File: src/rtl/memory_arbiter_if.sv
// memory_arbiter_if: bundles the fetch port, the load/store port and the memory port of
// memory_arbiter.
//
// Signal names keep the arbiter's point of view: i_* are driven into the arbiter and o_* are
// driven by it.
//   master - arbiter side: receives the i_* signals and drives the o_* signals.
//   slave  - environment side (requesters + memory): drives the i_* signals and receives the
//            o_* signals.
interface memory_arbiter_if #(
    parameter int unsigned XLEN = 32
);
    // Instruction-fetch port
    logic            i_Fetch_Req;
    logic [XLEN-1:0] i_Fetch_Addr;
    logic            o_Fetch_Done;
    logic [XLEN-1:0] o_Fetch_Data;

    // Load/store port
    logic            i_Data_Req;
    logic [XLEN-1:0] i_Data_Addr;
    logic            i_Data_Write_Enable;
    logic [XLEN-1:0] i_Data_Write_Data;
    logic [3:0]      i_Data_Byte_Enable;
    logic            o_Data_Done;
    logic [XLEN-1:0] o_Data_Read_Data;

    // Single-port memory
    logic            o_Mem_Req;
    logic [XLEN-1:0] o_Mem_Addr;
    logic [XLEN-1:0] o_Mem_Write_Data;
    logic            o_Mem_Write_Enable;
    logic [3:0]      o_Mem_Byte_Enable;
    logic            i_Mem_Ready;
    logic [XLEN-1:0] i_Mem_Read_Data;

    modport master (
        input  i_Fetch_Req, i_Fetch_Addr,
        input  i_Data_Req, i_Data_Addr, i_Data_Write_Enable, i_Data_Write_Data,
        input  i_Data_Byte_Enable,
        input  i_Mem_Ready, i_Mem_Read_Data,
        output o_Fetch_Done, o_Fetch_Data,
        output o_Data_Done, o_Data_Read_Data,
        output o_Mem_Req, o_Mem_Addr, o_Mem_Write_Data, o_Mem_Write_Enable, o_Mem_Byte_Enable
    );

    modport slave (
        output i_Fetch_Req, i_Fetch_Addr,
        output i_Data_Req, i_Data_Addr, i_Data_Write_Enable, i_Data_Write_Data,
        output i_Data_Byte_Enable,
        output i_Mem_Ready, i_Mem_Read_Data,
        input  o_Fetch_Done, o_Fetch_Data,
        input  o_Data_Done, o_Data_Read_Data,
        input  o_Mem_Req, o_Mem_Addr, o_Mem_Write_Data, o_Mem_Write_Enable, o_Mem_Byte_Enable
    );
endinterface

File: src/rtl/memory_arbiter.sv
// memory_arbiter: shares one single-port memory between an instruction-fetch requester and a
// load/store requester.
//
// Ports:
//   i_Clock - sole clock, rising edge.
//   i_Reset - synchronous, active-high reset.
//   arb     - memory_arbiter_if.master:
//             fetch request/address in, Done pulse and fetched word out;
//             load/store request in, Done pulse and load data out;
//             latched memory request out, ready and read data in.
//
// Arbitration happens only in IDLE.
//   - Data wins a tie unless STARVE_LIMIT consecutive data grants were made while a fetch was
//     waiting.
//   - Every access is followed by at least one IDLE cycle; this is the cycle in which the
//     owner's Done pulses.
//   - A requester that is finished must drop its request during its Done cycle. A request
//     still high in that cycle counts as a new request.
module memory_arbiter #(
    parameter int unsigned XLEN         = 32,
    parameter int unsigned STARVE_LIMIT = 4
) (
    input logic             i_Clock,
    input logic             i_Reset,
    memory_arbiter_if.master arb
);

    localparam logic [2:0] StarveMax = 3'(STARVE_LIMIT);

    typedef enum logic [1:0] {
        StIdle,
        StGrantFetch,
        StGrantData
    } state_e;

    state_e          state_q, state_d;
    logic [2:0]      starve_cnt_q, starve_cnt_d;
    logic            mem_req_q, mem_req_d;
    logic            mem_we_q, mem_we_d;
    logic [3:0]      mem_be_q, mem_be_d;
    logic [XLEN-1:0] mem_addr_q, mem_addr_d;
    logic [XLEN-1:0] mem_wd_q, mem_wd_d;
    logic            fetch_done_q, fetch_done_d;
    logic [XLEN-1:0] fetch_data_q, fetch_data_d;
    logic            data_done_q, data_done_d;
    logic [XLEN-1:0] data_rd_q, data_rd_d;
    logic            fetch_wins;

    always_ff @(posedge i_Clock) begin
        if (i_Reset) begin
            state_q      <= StIdle;
            starve_cnt_q <= 3'd0;
            mem_req_q    <= 1'b0;
            mem_we_q     <= 1'b0;
            mem_be_q     <= 4'h0;
            mem_addr_q   <= '0;
            mem_wd_q     <= '0;
            fetch_done_q <= 1'b0;
            fetch_data_q <= '0;
            data_done_q  <= 1'b0;
            data_rd_q    <= '0;
        end else begin
            state_q      <= state_d;
            starve_cnt_q <= starve_cnt_d;
            mem_req_q    <= mem_req_d;
            mem_we_q     <= mem_we_d;
            mem_be_q     <= mem_be_d;
            mem_addr_q   <= mem_addr_d;
            mem_wd_q     <= mem_wd_d;
            fetch_done_q <= fetch_done_d;
            fetch_data_q <= fetch_data_d;
            data_done_q  <= data_done_d;
            data_rd_q    <= data_rd_d;
        end
    end

    always_comb begin
        state_d      = state_q;
        starve_cnt_d = starve_cnt_q;
        mem_req_d    = mem_req_q;
        mem_we_d     = mem_we_q;
        mem_be_d     = mem_be_q;
        mem_addr_d   = mem_addr_q;
        mem_wd_d     = mem_wd_q;
        fetch_done_d = 1'b0;
        fetch_data_d = fetch_data_q;
        data_done_d  = 1'b0;
        data_rd_d    = data_rd_q;
        fetch_wins   = arb.i_Fetch_Req && (!arb.i_Data_Req || (starve_cnt_q == StarveMax));

        unique case (state_q)
            StIdle: begin
                // i_Mem_Ready is deliberately not looked at here: stray ready is ignored.
                if (fetch_wins) begin
                    state_d      = StGrantFetch;
                    mem_req_d    = 1'b1;
                    mem_addr_d   = arb.i_Fetch_Addr;
                    mem_we_d     = 1'b0;
                    mem_be_d     = 4'h0;
                    mem_wd_d     = '0;
                    starve_cnt_d = 3'd0;
                end else if (arb.i_Data_Req) begin
                    state_d    = StGrantData;
                    mem_req_d  = 1'b1;
                    mem_addr_d = arb.i_Data_Addr;
                    mem_we_d   = arb.i_Data_Write_Enable;
                    mem_be_d   = arb.i_Data_Byte_Enable;
                    mem_wd_d   = arb.i_Data_Write_Data;
                    // Only a data grant that overtakes a waiting fetch counts toward starvation.
                    if (arb.i_Fetch_Req && (starve_cnt_q < StarveMax)) begin
                        starve_cnt_d = starve_cnt_q + 3'd1;
                    end
                end
            end
            StGrantFetch: begin
                if (arb.i_Mem_Ready) begin
                    state_d      = StIdle;
                    mem_req_d    = 1'b0;
                    fetch_done_d = 1'b1;
                    fetch_data_d = arb.i_Mem_Read_Data;
                end
            end
            StGrantData: begin
                if (arb.i_Mem_Ready) begin
                    state_d     = StIdle;
                    mem_req_d   = 1'b0;
                    data_done_d = 1'b1;
                    data_rd_d   = arb.i_Mem_Read_Data;
                end
            end
            default: begin
                state_d   = StIdle;
                mem_req_d = 1'b0;
            end
        endcase
    end

    assign arb.o_Mem_Req          = mem_req_q;
    assign arb.o_Mem_Addr         = mem_addr_q;
    assign arb.o_Mem_Write_Data   = mem_wd_q;
    assign arb.o_Mem_Write_Enable = mem_we_q;
    assign arb.o_Mem_Byte_Enable  = mem_be_q;
    assign arb.o_Fetch_Done       = fetch_done_q;
    assign arb.o_Fetch_Data       = fetch_data_q;
    assign arb.o_Data_Done        = data_done_q;
    assign arb.o_Data_Read_Data   = data_rd_q;

endmodule

File: src/flat_wrapper.sv
// flat-port wrapper written by rule: the top's interface ports become plain ports
module memory_arbiter_flat 
#(
    parameter int unsigned XLEN         = 32,
    parameter int unsigned STARVE_LIMIT = 4
)
  (i_Clock, i_Reset, arb_i_Fetch_Req, arb_i_Fetch_Addr, arb_i_Data_Req, arb_i_Data_Addr, arb_i_Data_Write_Enable, arb_i_Data_Write_Data, arb_i_Data_Byte_Enable, arb_i_Mem_Ready, arb_i_Mem_Read_Data, arb_o_Fetch_Done, arb_o_Fetch_Data, arb_o_Data_Done, arb_o_Data_Read_Data, arb_o_Mem_Req, arb_o_Mem_Addr, arb_o_Mem_Write_Data, arb_o_Mem_Write_Enable, arb_o_Mem_Byte_Enable);
  memory_arbiter_if #(.XLEN(XLEN)) arb_i ();
  input logic i_Clock;
  input logic i_Reset;
  input wire logic [$bits(arb_i.i_Fetch_Req)-1:0] arb_i_Fetch_Req;
  input wire logic [$bits(arb_i.i_Fetch_Addr)-1:0] arb_i_Fetch_Addr;
  input wire logic [$bits(arb_i.i_Data_Req)-1:0] arb_i_Data_Req;
  input wire logic [$bits(arb_i.i_Data_Addr)-1:0] arb_i_Data_Addr;
  input wire logic [$bits(arb_i.i_Data_Write_Enable)-1:0] arb_i_Data_Write_Enable;
  input wire logic [$bits(arb_i.i_Data_Write_Data)-1:0] arb_i_Data_Write_Data;
  input wire logic [$bits(arb_i.i_Data_Byte_Enable)-1:0] arb_i_Data_Byte_Enable;
  input wire logic [$bits(arb_i.i_Mem_Ready)-1:0] arb_i_Mem_Ready;
  input wire logic [$bits(arb_i.i_Mem_Read_Data)-1:0] arb_i_Mem_Read_Data;
  output wire logic [$bits(arb_i.o_Fetch_Done)-1:0] arb_o_Fetch_Done;
  output wire logic [$bits(arb_i.o_Fetch_Data)-1:0] arb_o_Fetch_Data;
  output wire logic [$bits(arb_i.o_Data_Done)-1:0] arb_o_Data_Done;
  output wire logic [$bits(arb_i.o_Data_Read_Data)-1:0] arb_o_Data_Read_Data;
  output wire logic [$bits(arb_i.o_Mem_Req)-1:0] arb_o_Mem_Req;
  output wire logic [$bits(arb_i.o_Mem_Addr)-1:0] arb_o_Mem_Addr;
  output wire logic [$bits(arb_i.o_Mem_Write_Data)-1:0] arb_o_Mem_Write_Data;
  output wire logic [$bits(arb_i.o_Mem_Write_Enable)-1:0] arb_o_Mem_Write_Enable;
  output wire logic [$bits(arb_i.o_Mem_Byte_Enable)-1:0] arb_o_Mem_Byte_Enable;
  assign arb_i.i_Fetch_Req = arb_i_Fetch_Req;
  assign arb_i.i_Fetch_Addr = arb_i_Fetch_Addr;
  assign arb_i.i_Data_Req = arb_i_Data_Req;
  assign arb_i.i_Data_Addr = arb_i_Data_Addr;
  assign arb_i.i_Data_Write_Enable = arb_i_Data_Write_Enable;
  assign arb_i.i_Data_Write_Data = arb_i_Data_Write_Data;
  assign arb_i.i_Data_Byte_Enable = arb_i_Data_Byte_Enable;
  assign arb_i.i_Mem_Ready = arb_i_Mem_Ready;
  assign arb_i.i_Mem_Read_Data = arb_i_Mem_Read_Data;
  assign arb_o_Fetch_Done = arb_i.o_Fetch_Done;
  assign arb_o_Fetch_Data = arb_i.o_Fetch_Data;
  assign arb_o_Data_Done = arb_i.o_Data_Done;
  assign arb_o_Data_Read_Data = arb_i.o_Data_Read_Data;
  assign arb_o_Mem_Req = arb_i.o_Mem_Req;
  assign arb_o_Mem_Addr = arb_i.o_Mem_Addr;
  assign arb_o_Mem_Write_Data = arb_i.o_Mem_Write_Data;
  assign arb_o_Mem_Write_Enable = arb_i.o_Mem_Write_Enable;
  assign arb_o_Mem_Byte_Enable = arb_i.o_Mem_Byte_Enable;
  memory_arbiter #(.XLEN(XLEN), .STARVE_LIMIT(STARVE_LIMIT)) u_core (.i_Clock(i_Clock), .i_Reset(i_Reset), .arb(arb_i));
endmodule
File: config.mk
export PLATFORM = sky130hd
export DESIGN_NAME = memory_arbiter_flat
export DESIGN_NICKNAME = d
export VERILOG_FILES = /design/src/rtl/memory_arbiter_if.sv /design/src/rtl/memory_arbiter.sv /design/src/flat_wrapper.sv
export SDC_FILE = /design/constraint.sdc
export NUM_CORES = 1
export LEC_CHECK = 0
export CORE_MARGIN = 5
export CORE_UTILIZATION = 40
export CTS_CLUSTER_SIZE = 25
export DETAILED_ROUTE_END_ITERATION = 8
export HOLD_SLACK_MARGIN = 0.03
export PLACE_DENSITY = 0.8
export SYNTH_ARGS = -nofsm -noshare
export SYNTH_HDL_FRONTEND = slang
export SYNTH_SLANG_ARGS = --single-unit
File: constraint.sdc
create_clock -name i_Clock -period 2.2 [get_ports i_Clock]
set_input_delay 0.44 -clock i_Clock [delete_from_list [all_inputs] [get_ports i_Clock]]
set_output_delay 0.44 -clock i_Clock [all_outputs]
set_load 0.05 [all_outputs]
==> summary.txt, run 1 <==
Clock network
  • Reg clk slew, reported paths: 0.06 ns
  • Post_cts resized: 0
  • Postcts setup bufs: 0
  • Clock root cell: clkbuf_16
  • Worst skew pair latency: 0.41 ns
  • CTS tree: built
  • CTS Hold Buffers Added: 0
  • H-tree depth: 4
  • Clk sinks: 141
  • Max Buffers Root-to-Sink: 2
  • CTS Buf Count: 17

Place
  • Port bufs: 273
  • Post-DP HPWL: 13300 um
  • Post-Place Setup Slack: 0.124 ns
  • Placer congestion estimate: 0.870

GRT
  • Vias in the first global route: 5637
  • Initial antenna violation count: 0
  • GRT Resource Usage Total: 0.222
  • Global-route wire length before repair: 28900 um
  • Global route overflow: 0
  • Pin count of the biggest net entering global routing: 41

Power
  • Max IR drop VDD: 0.000444 V
  • Leakage Power: 3.20 nW
  • PD cells: 854 mW/mm2

STA
  • Fmax: 492 MHz
  • Worst-margin pin slew: 0.586 ns
  • Final hold viol count: 0
  • Final setup viols: 0
  • Final worst setup slack: 0.168 ns
  • Post-route setup TNS: 0 ns
  • WHS: 0.450 ns
  • Clock Skew: 0.00723 ns
  • Final Max Tran Viols: 0
  • Fin crit share: 0.924
  • Slew HR: 0.608
  • Min Tclk post-route: 2.03 ns
  • RSZ-0062 raised after global routing: no

Routing
  • DR iter-0 viols: 357
  • Drt pass-1 iters: 4
  • Via count: 5827
  • DRT antenna net count: 0
  • Residual DRC: 0
  • Wire length per cell: 16.5 um
  • Total Wirelength: 18500 um
  • Vias per cell: 5.19

Synth
  • Post-synth cell types: 29
  • Seq/Total Area, Yosys: 0.514
  • Syn Area/Cell: 8.06 um2
  • YS warnings: 0
  • Syn_nets: 825
  • Post-synth EDFFs: 0
  • Synth Instances: 682
  • Ys async rst share: 0
  • Number of synthesized register bits: 141
  • Post-Syn Area: 0.00550 mm2
  • Top_reg_cell synth: dfxtp_1

Floorplanning
  • IO Pins: 274
  • Die W: 127 um
  • Die Area: 0.0162 mm2
  • Core Area: 0.0133 mm2
  • # rows: 42
  • Initial Util: 0.412
  • Die Span Y: 127 um

Worst setup path
  • Worst reg2reg setup slack: 0.43 ns
  • Crit end category: output pin
  • R2R Path End: u_core.arb.o_Mem_Addr[22]$_SDFFE_PP0P_
  • Critical path buffers and inverters: 1
  • CP peak stage delay: 0.83 ns
  • Critical path cell sequence: clkdlybuf4s50_1
  • WS Path Type: flop to output pin
  • Slowest-stage cell, CP: clkdlybuf4s50_1
  • Reg2reg path depth: 6
  • Type of origin of the critical path: flop
  • Crit path DAT: 1.59 ns
  • CP delay by family, top: buffers and inverters
  • CP max FO: 2
  • R2r startpoint: u_core.starve_cnt_q[0]$_SDFFE_PP0P_
  • Req. time, crit path: 1.76 ns

Worst hold path
  • Worst hold path depth: 2
  • Hold endpoint: u_core.arb.o_Fetch_Data[3]$_SDFFE_PP0P_
  • Hold Path Class: flop to flop
  • HP Start: u_core.arb.o_Fetch_Data[3]$_SDFFE_PP0P_

Final layout
  • Commonest non-fill, non-tap cells in the layout: 272 x clkdlybuf4s50_1, 169 x nand2_1, 141 x dfxtp_1, 106 x a21oi_1, 38 x o211ai_1
  • Inserted Diodes: 0
  • Share of layout cells above drive strength 1: 0.0624
  • Commonest non-fill, non-tap cell in the layout: clkdlybuf4s50_1
  • Post-layout net count: 1076
  • Area Overhead vs Synth: 66.4%

Job
  • Max-cap violations: 0

Outcome
  • Status: complete, no violations
==> how the worst max path moves through the flow <==
stage                                                 start                                endpoint  slack, ns  cells past startpoint
2_1_floorplan           u_core.starve_cnt_q[0]$_SDFFE_PP0P_     u_core.starve_cnt_q[1]$_SDFFE_PP0P_       0.66                      6
3_3_place_gp                                 arb_i_Data_Req  u_core.arb.o_Mem_Addr[17]$_SDFFE_PP0P_       0.20                      5
3_5_place_dp                                 arb_i_Data_Req  u_core.arb.o_Mem_Addr[22]$_SDFFE_PP0P_       0.12                      5
4_1_cts                   u_core.arb.o_Mem_Req$_SDFFE_PP0P_                           arb_o_Mem_Req       0.14                      1
5_1_grt         u_core.arb.o_Data_Read_Data[8]$_SDFFE_PP0P_                 arb_o_Data_Read_Data[8]       0.12                      1
6_report       u_core.arb.o_Mem_Write_Data[19]$_SDFFE_PP0P_                arb_o_Mem_Write_Data[19]       0.17                      1
==> metal layers <==
metal  share of wire  global-route usage
met5               0                   0
met4           0.034              0.0946
met3           0.084              0.0768
met2            0.49               0.377
met1            0.39               0.254
==> cells by family (layout without fill, tap and decap cells) <==
group,after synthesis,after routing,share of synthesized area
simple gates,246,246,0.181
flops,141,141,0.514
compound gates,218,218,0.241
fa+ha+maj,5,5,0.0114
buf+inv,72,336,0.0526
==> final cells by class <==
type	instances	area, um2
multi-input cells	469	2400
repair buffers	298	3060
fillers	1124	4200
clock buffers	22	464
well taps	176	220
inverters	6	22.5
clock inverters	10	163
flip-flops and latches	141	2820
==> stage by stage <==
stage,utilization,area [um2],cells,power (mW)
3_5_place_dp,0.638,8520,1090,4.84
2_1_floorplan,-,5500,682,4.01
6_report,0.685,9150,1122,7.81
3_3_place_gp,0.638,8520,1090,4.82
4_1_cts,0.685,9150,1122,7.87
5_1_grt,0.685,9150,1122,8.12
==> sequential cells by signal, summed over array words and instances (netlist names) <==
name and flops:
u_core.arb.o_Data_Done 1, u_core.arb.o_Data_Read_Data 32, u_core.arb.o_Fetch_Data 32, u_core.arb.o_Fetch_Done 1, u_core.arb.o_Mem_Addr 32, u_core.arb.o_Mem_Byte_Enable 4, u_core.arb.o_Mem_Req 1, u_core.arb.o_Mem_Write_Data 32
u_core.arb.o_Mem_Write_Enable 1, u_core.starve_cnt_q 3, u_core.state_q 2
==> cells in the mapped netlist (all sizes together) (2+ instances only) <==
cell | count | area, um2
nor2 | 35 | 131
clkbuf | 49 | 184
nand3 | 32 | 160
a311oi | 32 | 280
dfxtp | 141 | 2820
o21ai | 38 | 194
ha | 5 | 62.6
inv | 5 | 18.8
nand2 | 169 | 634
buf | 17 | 82.6
o211ai | 38 | 285
a21oi | 106 | 531
and2 | 2 | 12.5
==> power by group <==
| group | leakage [nW] | total [mW] | internal [mW] | switching, mW |
|---|---|---|---|---|
| logic | 1.74 | 1.94 | 0.760 | 1.18 |
| registers | 1.15 | 2.83 | 2.74 | 0.0937 |
| clock network | 0.300 | 3.03 | 1.96 | 1.07 |
(Power assumes the default switching activity.)
==> run 2: changes to the inputs <==
--- a/config.mk
+++ b/config.mk
@@ -7,6 +7,7 @@
 export LEC_CHECK = 0
 export CORE_MARGIN = 5
 export CORE_UTILIZATION = 40
+export CTS_BUF_LIST = sky130_fd_sc_hd__clkbuf_16
 export CTS_CLUSTER_SIZE = 25
 export DETAILED_ROUTE_END_ITERATION = 8
 export HOLD_SLACK_MARGIN = 0.03
==> run 2 against run 1 <==
Clock skew is essentially flat. First-iteration DRC count grew 0.28%. Sequential power is essentially flat. Utilization shrank 0.15 points. Cell area shrank 0.22%. Largest power group unchanged. Count of clock-buffer cells in the layout shrank 5. Die area is the same. Total power shrank 1.1%. Non-clock buffer count is the same. Sequential share of layout area grew 0.068 points.
==> summary.txt, run 2 (synthesis gave the netlist of run 1 again) <==
Routing
  • Residual DRC: 0 (unchanged)
  • DRT antenna net count: 0 (unchanged)
  • Drt pass-1 iters: 5 (+1)
  • Metal2 WL: 9060 um (+0.31%)
  • DR WL met3: 1540 um (-0.32%)
  • Wire length per cell: 16.5 um (+0.48%)
  • Top routing layer in use: met4
  • Met1 WL: 7330 um (+0.83%)
  • Vias per cell: 5.21 (+0.41%)
  • DR iter-0 viols: 358 (+0.28%)
  • Total Wirelength: 18600 um (+0.48%)
  • Via count: 5851 (+0.41%)

STA
  • Final worst setup slack: 0.166 ns (-0.00142 ns)
  • Fin crit share: 0.924 (about the same)
  • Fmax: 492 MHz (about the same)
  • RSZ-0062 raised after global routing: no
  • Clock Skew: 0.00701 ns (-0.000224 ns)
  • Worst-margin pin slew: 0.586 ns (-0.0000484 ns)
  • Slew HR: 0.608 (about the same)
  • Final setup viols: 0 (unchanged)
  • Post-route setup TNS: 0 ns (unchanged)
  • Final hold viol count: 0 (unchanged)
  • Min Tclk post-route: 2.03 ns (+0.00142 ns)
  • Final Max Tran Viols: 0 (unchanged)

Clock network
  • Worst skew pair latency: 0.41 ns (about the same)
  • Post_cts resized: 0 (unchanged)
  • Clock root cell: clkbuf_16
  • Clk sinks: 141 (unchanged)
  • CTS Buf Count: 17 (unchanged)
  • CTS Hold Buffers Added: 0 (unchanged)
  • Reg clk slew, reported paths: 0.06 ns (about the same)
  • H-tree depth: 4 (unchanged)
  • Postcts setup bufs: 0 (unchanged)
  • CTS tree: built
  • Max Buffers Root-to-Sink: 2 (unchanged)

Place
  • Post-DP HPWL: 13300 um (unchanged)
  • Placed Area: 0.00852 mm2 (unchanged)
  • Placer congestion estimate: 0.870 (unchanged)
  • Post-Place Setup Slack: 0.124 ns (unchanged)
  • Port bufs: 273 (unchanged)
  • Placed cells: 1090 (unchanged)

Floorplanning
  • Initial Util: 0.412 (unchanged)
  • Die Span Y: 127 um (unchanged)
  • Core Area: 0.0133 mm2 (unchanged)
  • IO Pins: 274 (unchanged)
  • Die W: 127 um (unchanged)
  • # rows: 42 (unchanged)
  • Die Area: 0.0162 mm2 (unchanged)

Final layout
  • Commonest non-fill, non-tap cell in the layout: clkdlybuf4s50_1
  • Share of layout cells above drive strength 1: 0.0603 (-0.00211)
  • Commonest non-fill, non-tap cells in the layout: 272 x clkdlybuf4s50_1, 169 x nand2_1, 141 x dfxtp_1, 106 x a21oi_1, 38 x o211ai_1
  • Non-Filler Instances: 1122 (unchanged)
  • Inserted Diodes: 0 (unchanged)
  • Fill cell count: 1131 (+0.62%)
  • Area Overhead vs Synth: 66.1%
  • Final Cell Area: 0.00913 mm2 (-0.22%)
  • Post-layout net count: 1076 (unchanged)

Worst hold path
  • Worst hold path depth: 2 (unchanged)
  • Hold Path Class: flop to flop
  • Hold endpoint: u_core.arb.o_Fetch_Data[3]$_SDFFE_PP0P_
  • HP Start: u_core.arb.o_Fetch_Data[3]$_SDFFE_PP0P_

Worst setup path
  • Worst reg2reg setup slack: 0.44 ns (about the same)
  • Req. time, crit path: 1.76 ns (about the same)
  • Crit path DAT: 1.59 ns (about the same)
  • Crit end category: output pin
  • CP peak stage delay: 0.83 ns (about the same)
  • CP max FO: 2 (unchanged)
  • Type of origin of the critical path: flop
  • R2R Path End: u_core.arb.o_Mem_Addr[22]$_SDFFE_PP0P_
  • Reg2reg path depth: 6 (unchanged)
  • Slowest-stage cell, CP: clkdlybuf4s50_1
  • Critical path cell sequence: clkdlybuf4s50_1
  • Critical path buffers and inverters: 1 (unchanged)
  • R2r startpoint: u_core.starve_cnt_q[0]$_SDFFE_PP0P_
  • WS Path Type: flop to output pin
  • CP delay by family, top: buffers and inverters

GRT
  • Global-route wire length before repair: 28900 um (about the same)
  • GRT Resource Usage Total: 0.222 (unchanged)
  • Vias in the first global route: 5627 (-0.18%)
  • Global route overflow: 0 (unchanged)
  • Pin count of the biggest net entering global routing: 41 (unchanged)
  • Initial antenna violation count: 0 (unchanged)

Power
  • Max IR drop VDD: 0.000443 V (-0.12%)
  • Leakage Power: 3.20 nW (about the same)
  • Pwr Total: 7.73 mW (-1.1%)
  • PD cells: 847 mW/mm2 (-0.84%)

Job
  • Max-cap violations: 0 (unchanged)

Outcome
  • Status: complete, no violations
==> run 2: cell types whose count changed in the layout (fill, tap and decap cells not counted) <==
cell | before | now
clkbuf_1 | 3 | 0
inv_1 | 5 | 8
clkbuf_8 | 2 | 0
clkinv_1 | 0 | 2
==> run 2: final cells by class <==
type	instances	area [um2]	area share
repair buffers	298	3060	0.335
flip-flops and latches	141	2820	0.309
multi-input cells	469	2400	0.263
clock buffers	17	425	0.0466
well taps	176	220	0.0241
clock inverters	15	181	0.0199
inverters	6	22.5	0.00247
==> run 2: report_power, final <==
group	internal (mW)	switching, mW	leakage (nW)
sequential	2.74	0.0943	1.15
combinational	0.760	1.19	1.74
clock	1.87	1.08	0.301
total	5.37	2.35	3.20
==> run 2: per-stage QoR <==
stage	hold WS, ns	utilization
3_5_place_dp	0.446	0.638
6_report	0.450	0.684
3_3_place_gp	0.440	0.638
4_1_cts	0.453	0.684
5_1_grt	0.474	0.684
2_1_floorplan	0.470	-
==> run 2: worst max-delay path by stage <==
stage	startpoint	to	cells past startpoint
floorplan	u_core.starve_cnt_q[0]$_SDFFE_PP0P_	u_core.starve_cnt_q[1]$_SDFFE_PP0P_	6
global placement	arb_i_Data_Req	u_core.arb.o_Mem_Addr[17]$_SDFFE_PP0P_	5
detailed placement	arb_i_Data_Req	u_core.arb.o_Mem_Addr[22]$_SDFFE_PP0P_	5
CTS	u_core.arb.o_Mem_Req$_SDFFE_PP0P_	arb_o_Mem_Req	1
global route	u_core.arb.o_Data_Read_Data[8]$_SDFFE_PP0P_	arb_o_Data_Read_Data[8]	1
finish	u_core.arb.o_Mem_Write_Data[19]$_SDFFE_PP0P_	arb_o_Mem_Write_Data[19]	1
==> run 2: layer usage <==
metal  track usage  up-vias
met5             0        -
met1         0.254     2711
met4        0.0946        0
li1              -     2869
met2         0.377      226
met3        0.0768       45
==> run 2: worst min-delay path, delay by kind of cell (launching register included) <==
| family | cells | cell delay (ns) |
|---|---|---|
| flops | 1 | 0.30 |
| compound gates | 1 | 0.05 |
| simple gates | 1 | 0.05 |
